`config.mk`:
```
export PLATFORM = sky130hd
export DESIGN_NAME = mmio_io_regs
export DESIGN_NICKNAME = d
export VERILOG_FILES = /design/src/rtl/mmio_io_regs.sv
export SDC_FILE = /design/constraint.sdc
export NUM_CORES = 1
export LEC_CHECK = 0
export CORE_UTILIZATION = 24
export CTS_CLUSTER_SIZE = 10
export DETAILED_ROUTE_END_ITERATION = 6
export PLACE_DENSITY_LB_ADDON = 0.15
export SYNTH_ARGS = -nofsm -noshare
export SYNTH_HDL_FRONTEND = slang
export SYNTH_SLANG_ARGS = --single-unit
export TNS_END_PERCENT = 1
```
`constraint.sdc`:
```
create_clock -name clk -period 3.2 [get_ports clk]
set_clock_uncertainty 0.15 [all_clocks]
set_input_delay 0.32 -clock clk [delete_from_list [all_inputs] [get_ports clk]]
set_output_delay 0.32 -clock clk [all_outputs]
set_load 0.005 [all_outputs]
```
`src/rtl/mmio_io_regs.sv`:
```
// mmio_io_regs: display-mode flags, debounced sticky button events, registered read port
module mmio_io_regs #(
  parameter int DEB_CYCLES = 500000,
  parameter int CNT_W      = 19,
  parameter int DATA_W     = 32
) (
  input  logic              clk,
  input  logic              rst,
  input  logic [3:0]        btn_raw,
  input  logic              wr_en,
  input  logic              rd_en,
  input  logic [DATA_W-1:0] wdata,
  input  logic              show_enb,
  input  logic              show_original_enb,
  input  logic              btn_enb,
  input  logic [1:0]        btn_selecc,
  output logic              show,
  output logic              show_original,
  output logic [3:0]        btn_level,
  output logic [DATA_W-1:0] rd_data,
  output logic              rd_valid
);
  localparam logic [CNT_W-1:0] CNT_MAX = CNT_W'(DEB_CYCLES - 1);
  logic [3:0]        sync1, sync2, s, evt, hit_max, rise, clr_mask;
  logic [CNT_W-1:0]  cnt [4];
  logic              rd_hit, btn_rd;
  logic [DATA_W-1:0] rd_next;
  logic              unused_wdata;
  assign unused_wdata = ^wdata[DATA_W-1:1];
  assign s        = ~sync2;
  assign rd_hit   = rd_en & (show_original_enb | show_enb | btn_enb);
  assign btn_rd   = rd_en & btn_enb & ~show_enb & ~show_original_enb;
  assign clr_mask = btn_rd ? (4'b0001 << btn_selecc) : 4'b0000;
  // counter terminal detect, press edges and the read mux
  always_comb begin
    for (int i = 0; i < 4; i++) hit_max[i] = cnt[i] == CNT_MAX;
    rise = s & ~btn_level & hit_max;
    rd_next = '0;
    rd_next[1:0] = show_original_enb ? {1'b0, show_original} :
                   show_enb          ? {1'b0, show} :
                                       {btn_level[btn_selecc], evt[btn_selecc]};
  end
  // synchronize, debounce and capture press events; a coinciding press beats the clearing read
  always_ff @(posedge clk) begin
    if (!rst) begin
      sync1     <= '1;
      sync2     <= '1;
      btn_level <= '0;
      evt       <= '0;
      for (int i = 0; i < 4; i++) cnt[i] <= '0;
    end else begin
      sync1 <= btn_raw;
      sync2 <= sync1;
      evt   <= (evt & ~clr_mask) | rise;
      for (int i = 0; i < 4; i++) begin
        if (s[i] == btn_level[i]) cnt[i] <= '0;
        else if (hit_max[i]) begin
          btn_level[i] <= ~btn_level[i];
          cnt[i]       <= '0;
        end else cnt[i] <= cnt[i] + 1'b1;
      end
    end
  end
  // CPU writes to the display flags; the button window is read-only
  always_ff @(posedge clk) begin
    if (!rst) begin
      show          <= 1'b0;
      show_original <= 1'b0;
    end else if (wr_en) begin
      if (show_original_enb) show_original <= wdata[0];
      else if (show_enb) show <= wdata[0];
    end
  end
  // one-cycle read latency; rd_data holds when no register is hit
  always_ff @(posedge clk) begin
    if (!rst) begin
      rd_data  <= '0;
      rd_valid <= 1'b0;
    end else begin
      rd_valid <= rd_hit;
      if (rd_hit) rd_data <= rd_next;
    end
  end
endmodule
```
==> metrics, run 1 <==
status completed; total power between 2 and 3 mW; post_cts resized 0; sequential area share after synthesis 0.512; CORE AREA between 0.02 and 0.025 mm^2; Synth Area in Compound Gates 0.0569; DIE AREA 0.0226 mm^2; row cnt 53; initial antenna violation count 0; pwr/cell area about 430 mW/mm^2; DR pass1 iterations 4; Critical Path Sink Type register; Slew HR 0.541; worst hold path type register to register; Longest Clk Path Bufs 2; Worst Tran Pin Value slightly below 0.7 ns; number of synthesized register bits between 90 and 100; GP Congestion 0.748; I/O pin cnt 84; drt initial violations about 110; Final ANT Viol Nets 0; grt ovf 0; largest net degree at the start of global routing 20; asr flop ratio synth 0; Via Count roughly 3800; Initial Util 0.248; minimum hold slack between 0.2 and 0.3 ns; DR DRC count 0; P&R area growth vs syn 19.7%; clk root buf clkbuf_16; Max-Cap Viols 0; met2 GRT Util 0.162; post-CTS setup buffers 0; met1 usage 0.129; f_max slightly below 400 MHz; largest family of logic cells by synthesized area simple AND/OR/NAND/NOR gates; xor/xnor share of the synthesized area 0.0896; period utilization 0.788; Worst Setup Path Type register to register; Fin. Hold Viols 0; routed length per instance around 12 um; Clock Sinks slightly below 100; simple-gate share of the synthesized area 0.243; first-pass GRT wire length approximately 18000 um; final setup fails 0; worst vdd ir between 0.2 and 0.3 mV; Max H-tree Level 3; total routed wirelength about 10000 um; commonest cells after routing, fill and taps aside conb_1, nor2_1, edfxtp_1; multiplexer share of the synthesized area 0.0123; Setup Total Neg Slack 0 ns; placed wire-length estimate between 7000 and 8000 um; Clock Pin Slew Worst Setup and Hold Paths 0.07 ns; Hold-fix buffers, CTS 0; Top Usage Layer GRT met2; # fillers 2256; ant diodes 0; Layout Cells excl Fill 909; post-synthesis cell count around 530; leakage 2.13 nW; ys flop type edfxtp_1; unrepaired setup endpoints after global routing no; share of cells above drive strength 1 0.0505; CTS tree done; WP data required roughly 3.2 ns; port bufs 22; YS warnings 0; vias in the first global route 3797; chip width between 150 and 200 um; commonest non-fill, non-tap cell in the layout conb_1; Worst setup SP type register; Nets about 680; minimum clock period ~2.5 ns; Util after Layout 0.297; Mapped Area ~0.0053 mm^2; crit path DAT about 2.5 ns; die height roughly 150 um; Netlist cell types 47; Clk Latency, worst-skew pair 0.36 ns; Final Max Tran Viols 0; GRT Util Overall 0.101; Avg Inst Size Synth roughly 10 um^2; total CTS buffers 9; GR Util met3 0.0355; Adder-Cell Fraction of Synth Area 0.0190; largest fanout on the critical path 19; Post-synth EDFFs 76; placed cells a little under 900; via-per-instance ratio between 4 and 5
[cells by family (layout without fill, tap and decap cells)]
kind of cell | Yosys count | in the layout
AND/OR/NAND/NOR | 248 | 248
adder cells (fa/ha/maj) | 8 | 8
flip-flops | 97 | 97
multiplexers | 4 | 4
AO/OA/AOI/OAI | 50 | 50
XOR/XNOR | 54 | 54
other | 2 | 106
buffers and inverters | 63 | 67
[sequential cells by signal, summed over array words and instances, names as in the netlist]
register and flops:
btn_level 4, show_original 1, evt 4, cnt 76, rd_data 2, sync1 4
show 1, rd_valid 1, sync2 4
[worst paths after layout]
kind	end	cells past startpoint	from	slack [ns]
max	cnt[1][9]	6	cnt[1][0]	0.68
min reg2reg	sync2[0]	1	sync1[0]	0.26
min	sync2[0]	1	sync1[0]	0.26
max reg2reg	cnt[1][9]	6	cnt[1][0]	0.68
[cell type report]
| type | count | area [um^2] | area share |
|---|---|---|---|
| clock buffer | 9 | 225 | 0.0356 |
| clock inverter | 7 | 78.8 | 0.0125 |
| inverter | 22 | 82.6 | 0.0131 |
| multi-input combinational | 470 | 2620 | 0.414 |
| sequential | 97 | 2700 | 0.427 |
| tap | 275 | 344 | 0.0544 |
| timing repair buffer | 29 | 273 | 0.0431 |
[power by group]
group / internal [mW] / total, mW / switching, mW
clock: 0.616 / 1.12 / 0.506
sequential: 1.41 / 1.46 / 0.0521
combinational: 0.0637 / 0.146 / 0.0821
total: 2.09 / 2.73 / 0.640
[stage by stage]
stage               instance area, um^2  worst slack (ns)
floorplan                          5670             0.853
global placement                   6020             0.689
detailed placement                 6020             0.620
CTS                                6320             0.603
global route                       6320             0.386
finish                             6320             0.679
[worst max-delay path, stage by stage, from the launching register on]
cell and delay, ns:
edfxtp_1 0.40, ha_1 0.23, nand4_1 0.34, nor4_1 0.61
a211o_1 0.22, buf_4 0.23, nor2_1 0.08
[synth_stat cells (9+ instances only)]
| cell | number | area [um^2] |
|---|---|---|
| a21oi_1 | 20 | 100 |
| dfxtp_1 | 21 | 420 |
| nand4_1 | 22 | 138 |
| xnor2_1 | 38 | 333 |
| nand2_1 | 37 | 139 |
| buf_4 | 30 | 225 |
| o21ai_0 | 12 | 60.1 |
| or4_1 | 12 | 90.1 |
| nand3_1 | 24 | 120 |
| nor4_1 | 21 | 131 |
| or3_1 | 9 | 56.3 |
| nor2_1 | 76 | 285 |
| nor3_1 | 12 | 60.1 |
| xor2_1 | 16 | 140 |
| edfxtp_1 | 76 | 2280 |
| inv_1 | 22 | 82.6 |
[metal layers]
layer | vias up | share of wire
li1 | 1984 | -
met1 | 1775 | 0.48
met2 | 52 | 0.47
met3 | 9 | 0.040
met4 | 0 | 0.0097
met5 | - | 0
Note: power is estimated with default switching activity, not from simulation.
==> inputs of run 2 (changes only) <==
clock period = 2.3 ns   (was 3.2 ns; I/O delays follow)
==> metrics, run 2 (synthesis results as in run 1) <==
f_max 434 MHz (+9.5%); crit path DAT 2.44 ns (-0.03 ns); Layout Cells excl Fill 940 (+3.4%); worst vdd ir 0.327 mV (+28%); Clock Pin Slew Worst Setup and Hold Paths 0.07 ns (about the same); final setup fails 1 (+1); Critical Path Sink Type register; GRT Util Overall 0.106 (+0.00465); die height 150 um (unchanged); drt initial violations 189 (+75%); largest fanout on the critical path 2 (-17); clk root buf clkbuf_16; minimum hold slack 0.271 ns (+0.00798 ns); WP data required 2.44 ns (-0.71 ns); Final Max Tran Viols 0 (unchanged); Longest Clk Path Bufs 2 (unchanged); Place WS -0.00864 ns (-0.629 ns); vias in the first global route 3868 (+1.9%); Top reg by flops cnt; routed length per instance 11.7 um (+1.3%); commonest non-fill, non-tap cell in the layout conb_1; CORE AREA 0.0213 mm^2 (unchanged); worst reg2reg path depth 4 (-2); Worst setup SP type register; Max H-tree Level 3 (unchanged); leakage 2.31 nW (+8.0%); Hold Path Depth 1 (unchanged); Max-Cap Viols 0 (unchanged); Worst Setup Path Type register to register; I/O pin cnt 84 (unchanged); via-per-instance ratio 4.20 (about the same); period utilization 1.00 (+0.213); failing checks negative setup slack; DIE AREA 0.0226 mm^2 (unchanged); initial antenna violation count 0 (unchanged); unrepaired setup endpoints after global routing yes; chip width 150 um (unchanged); largest net degree at the start of global routing 20 (unchanged); commonest cells after routing, fill and taps aside conb_1, nor2_1, edfxtp_1; Clock Sinks 97 (unchanged); share of cells above drive strength 1 0.105 (+0.0548); first-pass GRT wire length 18600 um (+2.5%); placed cells 921 (+3.1%); ant diodes 0 (unchanged); Via Count 3948 (+3.4%); GP Congestion 0.769 (+2.8%); port bufs 22 (unchanged); minimum clock period 2.30 ns (-0.219 ns); P&R area growth vs syn 25.2%; Fin. Hold Viols 0 (unchanged); total CTS buffers 9 (unchanged); Util after Layout 0.311 (+0.0135); grt ovf 0 (unchanged); Final ANT Viol Nets 0 (unchanged); DR DRC count 0 (unchanged); status finished with violations; Hold-fix buffers, CTS 0 (unchanged); row cnt 53 (unchanged); final worst slack -0.00205 ns (-0.681 ns); CTS tree done; Nets 713 (+4.5%); pwr/cell area 574 mW/mm^2 (+33%); Clk Latency, worst-skew pair 0.35 ns (about the same); placed wire-length estimate 8200 um (+8.0%); total routed wirelength 11000 um (+4.8%); worst hold path type register to register; max FFs per register 76 (unchanged); DR pass1 iterations 5 (+1); Initial Util 0.248 (unchanged)
## run 2: cell type report
type	count	area [um^2]
Sequential cell	97	2700
Clock buffer	12	278
Timing Repair Buffer	60	531
Multi-Input combinational cell	470	2650
Clock inverter	4	23.8
Tap cell	275	344
Inverter	22	82.6
Fill cell	2196	14700
## run 2: report_power, final
| part | switching (mW) | total (mW) | internal, mW |
|---|---|---|---|
| clock | 0.676 | 1.53 | 0.856 |
| sequential | 0.0652 | 2.02 | 1.96 |
| combinational | 0.130 | 0.239 | 0.109 |
| total | 0.871 | 3.79 | 2.92 |
## run 2: critical path, cell delays in order, from the launching register on
cell and delay (ns):
edfxtp_1 0.39, or4b_4 0.55, or4_4 0.53, or4_4 0.49, a21oi_2 0.13
## run 2: what timing repair did
| item | CTS | global route |
|---|---|---|
| pin swaps | 1 | 1 |
| gates cloned | 0 | 0 |
| resized for setup | 2 | 4 |
| endpoints found under the setup margin | 1 | 21 |
| setup buffers | 1 | 2 |
| hold endpoints to repair | 0 | 0 |
## run 2: routing by layer
| layer | track usage | share of wire | wire length [um] |
|---|---|---|---|
| met4 | 0.0313 | 0.012 | 130 |
| met1 | 0.135 | 0.50 | 5480 |
| met2 | 0.173 | 0.46 | 5050 |
| met3 | 0.0306 | 0.030 | 331 |
| met5 | 0 | 0 | 0 |
## run 2: worst paths after layout
path	from	end	slack (ns)
worst min register to register	sync1[1]	sync2[1]	0.27
worst max register to register	cnt[2][7]	btn_level[2]	-0.002
worst min-delay path	sync1[1]	sync2[1]	0.27
worst max-delay path	cnt[2][7]	btn_level[2]	-0.002
## run 2: metrics by stage
stage,setup TNS (ns),cell area (um^2),total power [mW]
6_report,-0.00205,6610,3.79
5_1_grt,-0.410,6610,3.97
4_1_cts,0,6580,3.85
3_5_place_dp,-0.00864,6260,2.29
3_3_place_gp,-0.00583,6260,2.29
2_1_floorplan,-0.00162,5680,2.22
==> inputs of run 3 (changes only) <==
CTS_BUF_LIST = sky130_fd_sc_hd__clkbuf_2   (was not set)
==> metrics, run 3 (synthesis results as in run 1) <==
final setup fails 1 (unchanged); placed wire-length estimate 8200 um (unchanged); row cnt 53 (unchanged); first-pass GRT wire length 18600 um (about the same); Clock Pin Slew Worst Setup and Hold Paths 0.26 ns (+0.19 ns); unrepaired setup endpoints after global routing yes; total CTS buffers 9 (unchanged); crit path DAT 2.72 ns (+0.28 ns); vias in the first global route 3867 (-0.026%); crit path cell chain or4_4, or4_4, or4_4, a21oi_2; minimum clock period 2.33 ns (+0.0280 ns); reg2reg end btn_level[2]; Fin. Hold Viols 0 (unchanged); largest net degree at the start of global routing 20 (unchanged); status finished with violations; hold endpoint sync1[0]; commonest cells after routing, fill and taps aside conb_1, nor2_1, edfxtp_1; grt ovf 0 (unchanged); drt initial violations 179 (-5.3%); port bufs 22 (unchanged); slowest stage cell, crit path or4_4; CTS tree done; Worst setup SP type register; GP Congestion 0.769 (unchanged); max FFs per register 76 (unchanged); routed length per instance 11.6 um (-0.74%); HP Start btn_raw[0]; Final ANT Viol Nets 0 (unchanged); R2R Setup Slk -0.03 ns (-0.03 ns); Hold Path Depth 2 (+1); Clock Sinks 97 (unchanged); CP dominant cell by count or4_4; worst hold path type input port to register; Longest Clk Path Bufs 2 (unchanged); # fillers 2216 (+0.91%); GRT Util Overall 0.105 (-0.000652); r2r startpoint cnt[2][5]; Setup Total Neg Slack -0.0300 ns (-0.0280 ns); initial antenna violation count 1 (+1); DR DRC count 0 (unchanged); clk root buf clkbuf_2; P&R area growth vs syn 22.3%; Final Max Tran Viols 0 (unchanged); Top reg by flops cnt; leakage 2.24 nW (-3.0%); worst vdd ir 0.241 mV (-26%); f_max 429 MHz (-1.2%); DIE AREA 0.0226 mm^2 (unchanged); Clk Latency, worst-skew pair 0.58 ns (+0.23 ns); CORE AREA 0.0213 mm^2 (unchanged); Worst Setup Path Type register to register; total routed wirelength 11000 um (-0.21%); minimum hold slack 0.0983 ns (-0.173 ns); I/O pin cnt 84 (unchanged); Max-Cap Viols 0 (unchanged); Initial Util 0.248 (unchanged); period utilization 1.01 (+0.0122); Layout Cells excl Fill 945 (+0.53%); die height 150 um (unchanged); placed cells 921 (unchanged); commonest non-fill, non-tap cell in the layout conb_1; chip width 150 um (unchanged); Nets 717 (+0.56%); worst reg2reg path depth 4 (unchanged); pwr/cell area 480 mW/mm^2 (-16%); Critical Path Sink Type register; Via Count 3950 (+0.051%); WP data required 2.69 ns (+0.25 ns); via-per-instance ratio 4.18 (-0.48%); failing checks negative setup slack; share of cells above drive strength 1 0.103 (-0.00212); Util after Layout 0.303 (-0.00705); final worst slack -0.0300 ns (-0.0280 ns); DR pass1 iterations 4 (-1); Max H-tree Level 3 (unchanged); largest fanout on the critical path 2 (unchanged); CP max stage delay 0.56 ns (about the same)
-- run 3: cell count changes in the layout (fill, tap and decap cells not counted) --
cell	before	now
clkinv_1	0	2
clkbuf_8	2	0
dlygate4sd3_1	0	4
bufinv_16	0	1
diode_2	0	1
clkbuf_2	0	9
ha_2	0	1
clkbuf_16	10	0
ha_1	8	7
-- run 3: worst max-delay path: cells and delay by family, from the launching register on --
kind	cells	cell delay, ns
simple gates	3	1.58
compound gates	1	0.12
flops	1	0.45
-- run 3: power by group --
group	switching (mW)	internal [mW]
clock	0.594	0.241
combinational	0.131	0.114
sequential	0.0651	1.96
-- run 3: worst max-delay path by stage --
stage / end / start / slack [ns]
floorplan: cnt[2][10] / cnt[2][11] / -0.0002
detailed placement: btn_level[2] / cnt[2][12] / -0.009
global placement: btn_level[2] / cnt[2][12] / -0.006
finish: btn_level[2] / cnt[2][5] / -0.03
global route: btn_level[2] / cnt[2][9] / -0.07
CTS: btn_level[2] / cnt[2][10] / -0.007
-- run 3: what timing repair did --
item,4_1_cts,5_1_grt
endpoints found under the setup margin,1,22
buffers inserted,1,2
endpoints found under the hold margin,3,1
pin swaps,2,3
hold buffers,3,1
resized for setup,2,5
-- run 3: layout make-up --
class / instances / area, um^2 / share of cell area
sequential: 97 / 2700 / 0.418
multi-input combinational: 470 / 2650 / 0.410
timing repair buffer: 64 / 571 / 0.0883
tap: 275 / 344 / 0.0533
inverter: 22 / 82.6 / 0.0128
clock inverter: 7 / 61.3 / 0.00949
clock buffer: 9 / 45.0 / 0.00697
antenna: 1 / 2.50 / 0.000387
-- run 3: layer usage --
metal | vias up | GRT usage | routed length [um]
met2 | 58 | 0.174 | 5090
met5 | - | 0 | 0
li1 | 2057 | - | -
met4 | 0 | 0.0253 | 87
met3 | 7 | 0.0312 | 300
met1 | 1828 | 0.134 | 5500
-- run 3: metrics by stage --
stage                     setup slack (ns)  power [mW]  cell area [um^2]
final                              -0.0300        3.10              6460
after global routing               -0.0673        3.29              6460
after CTS                         -0.00718        3.17              6410
after detailed placement          -0.00864        2.29              6260
after global placement            -0.00583        2.29              6260
after floorplan                  -0.000203        2.22              5680
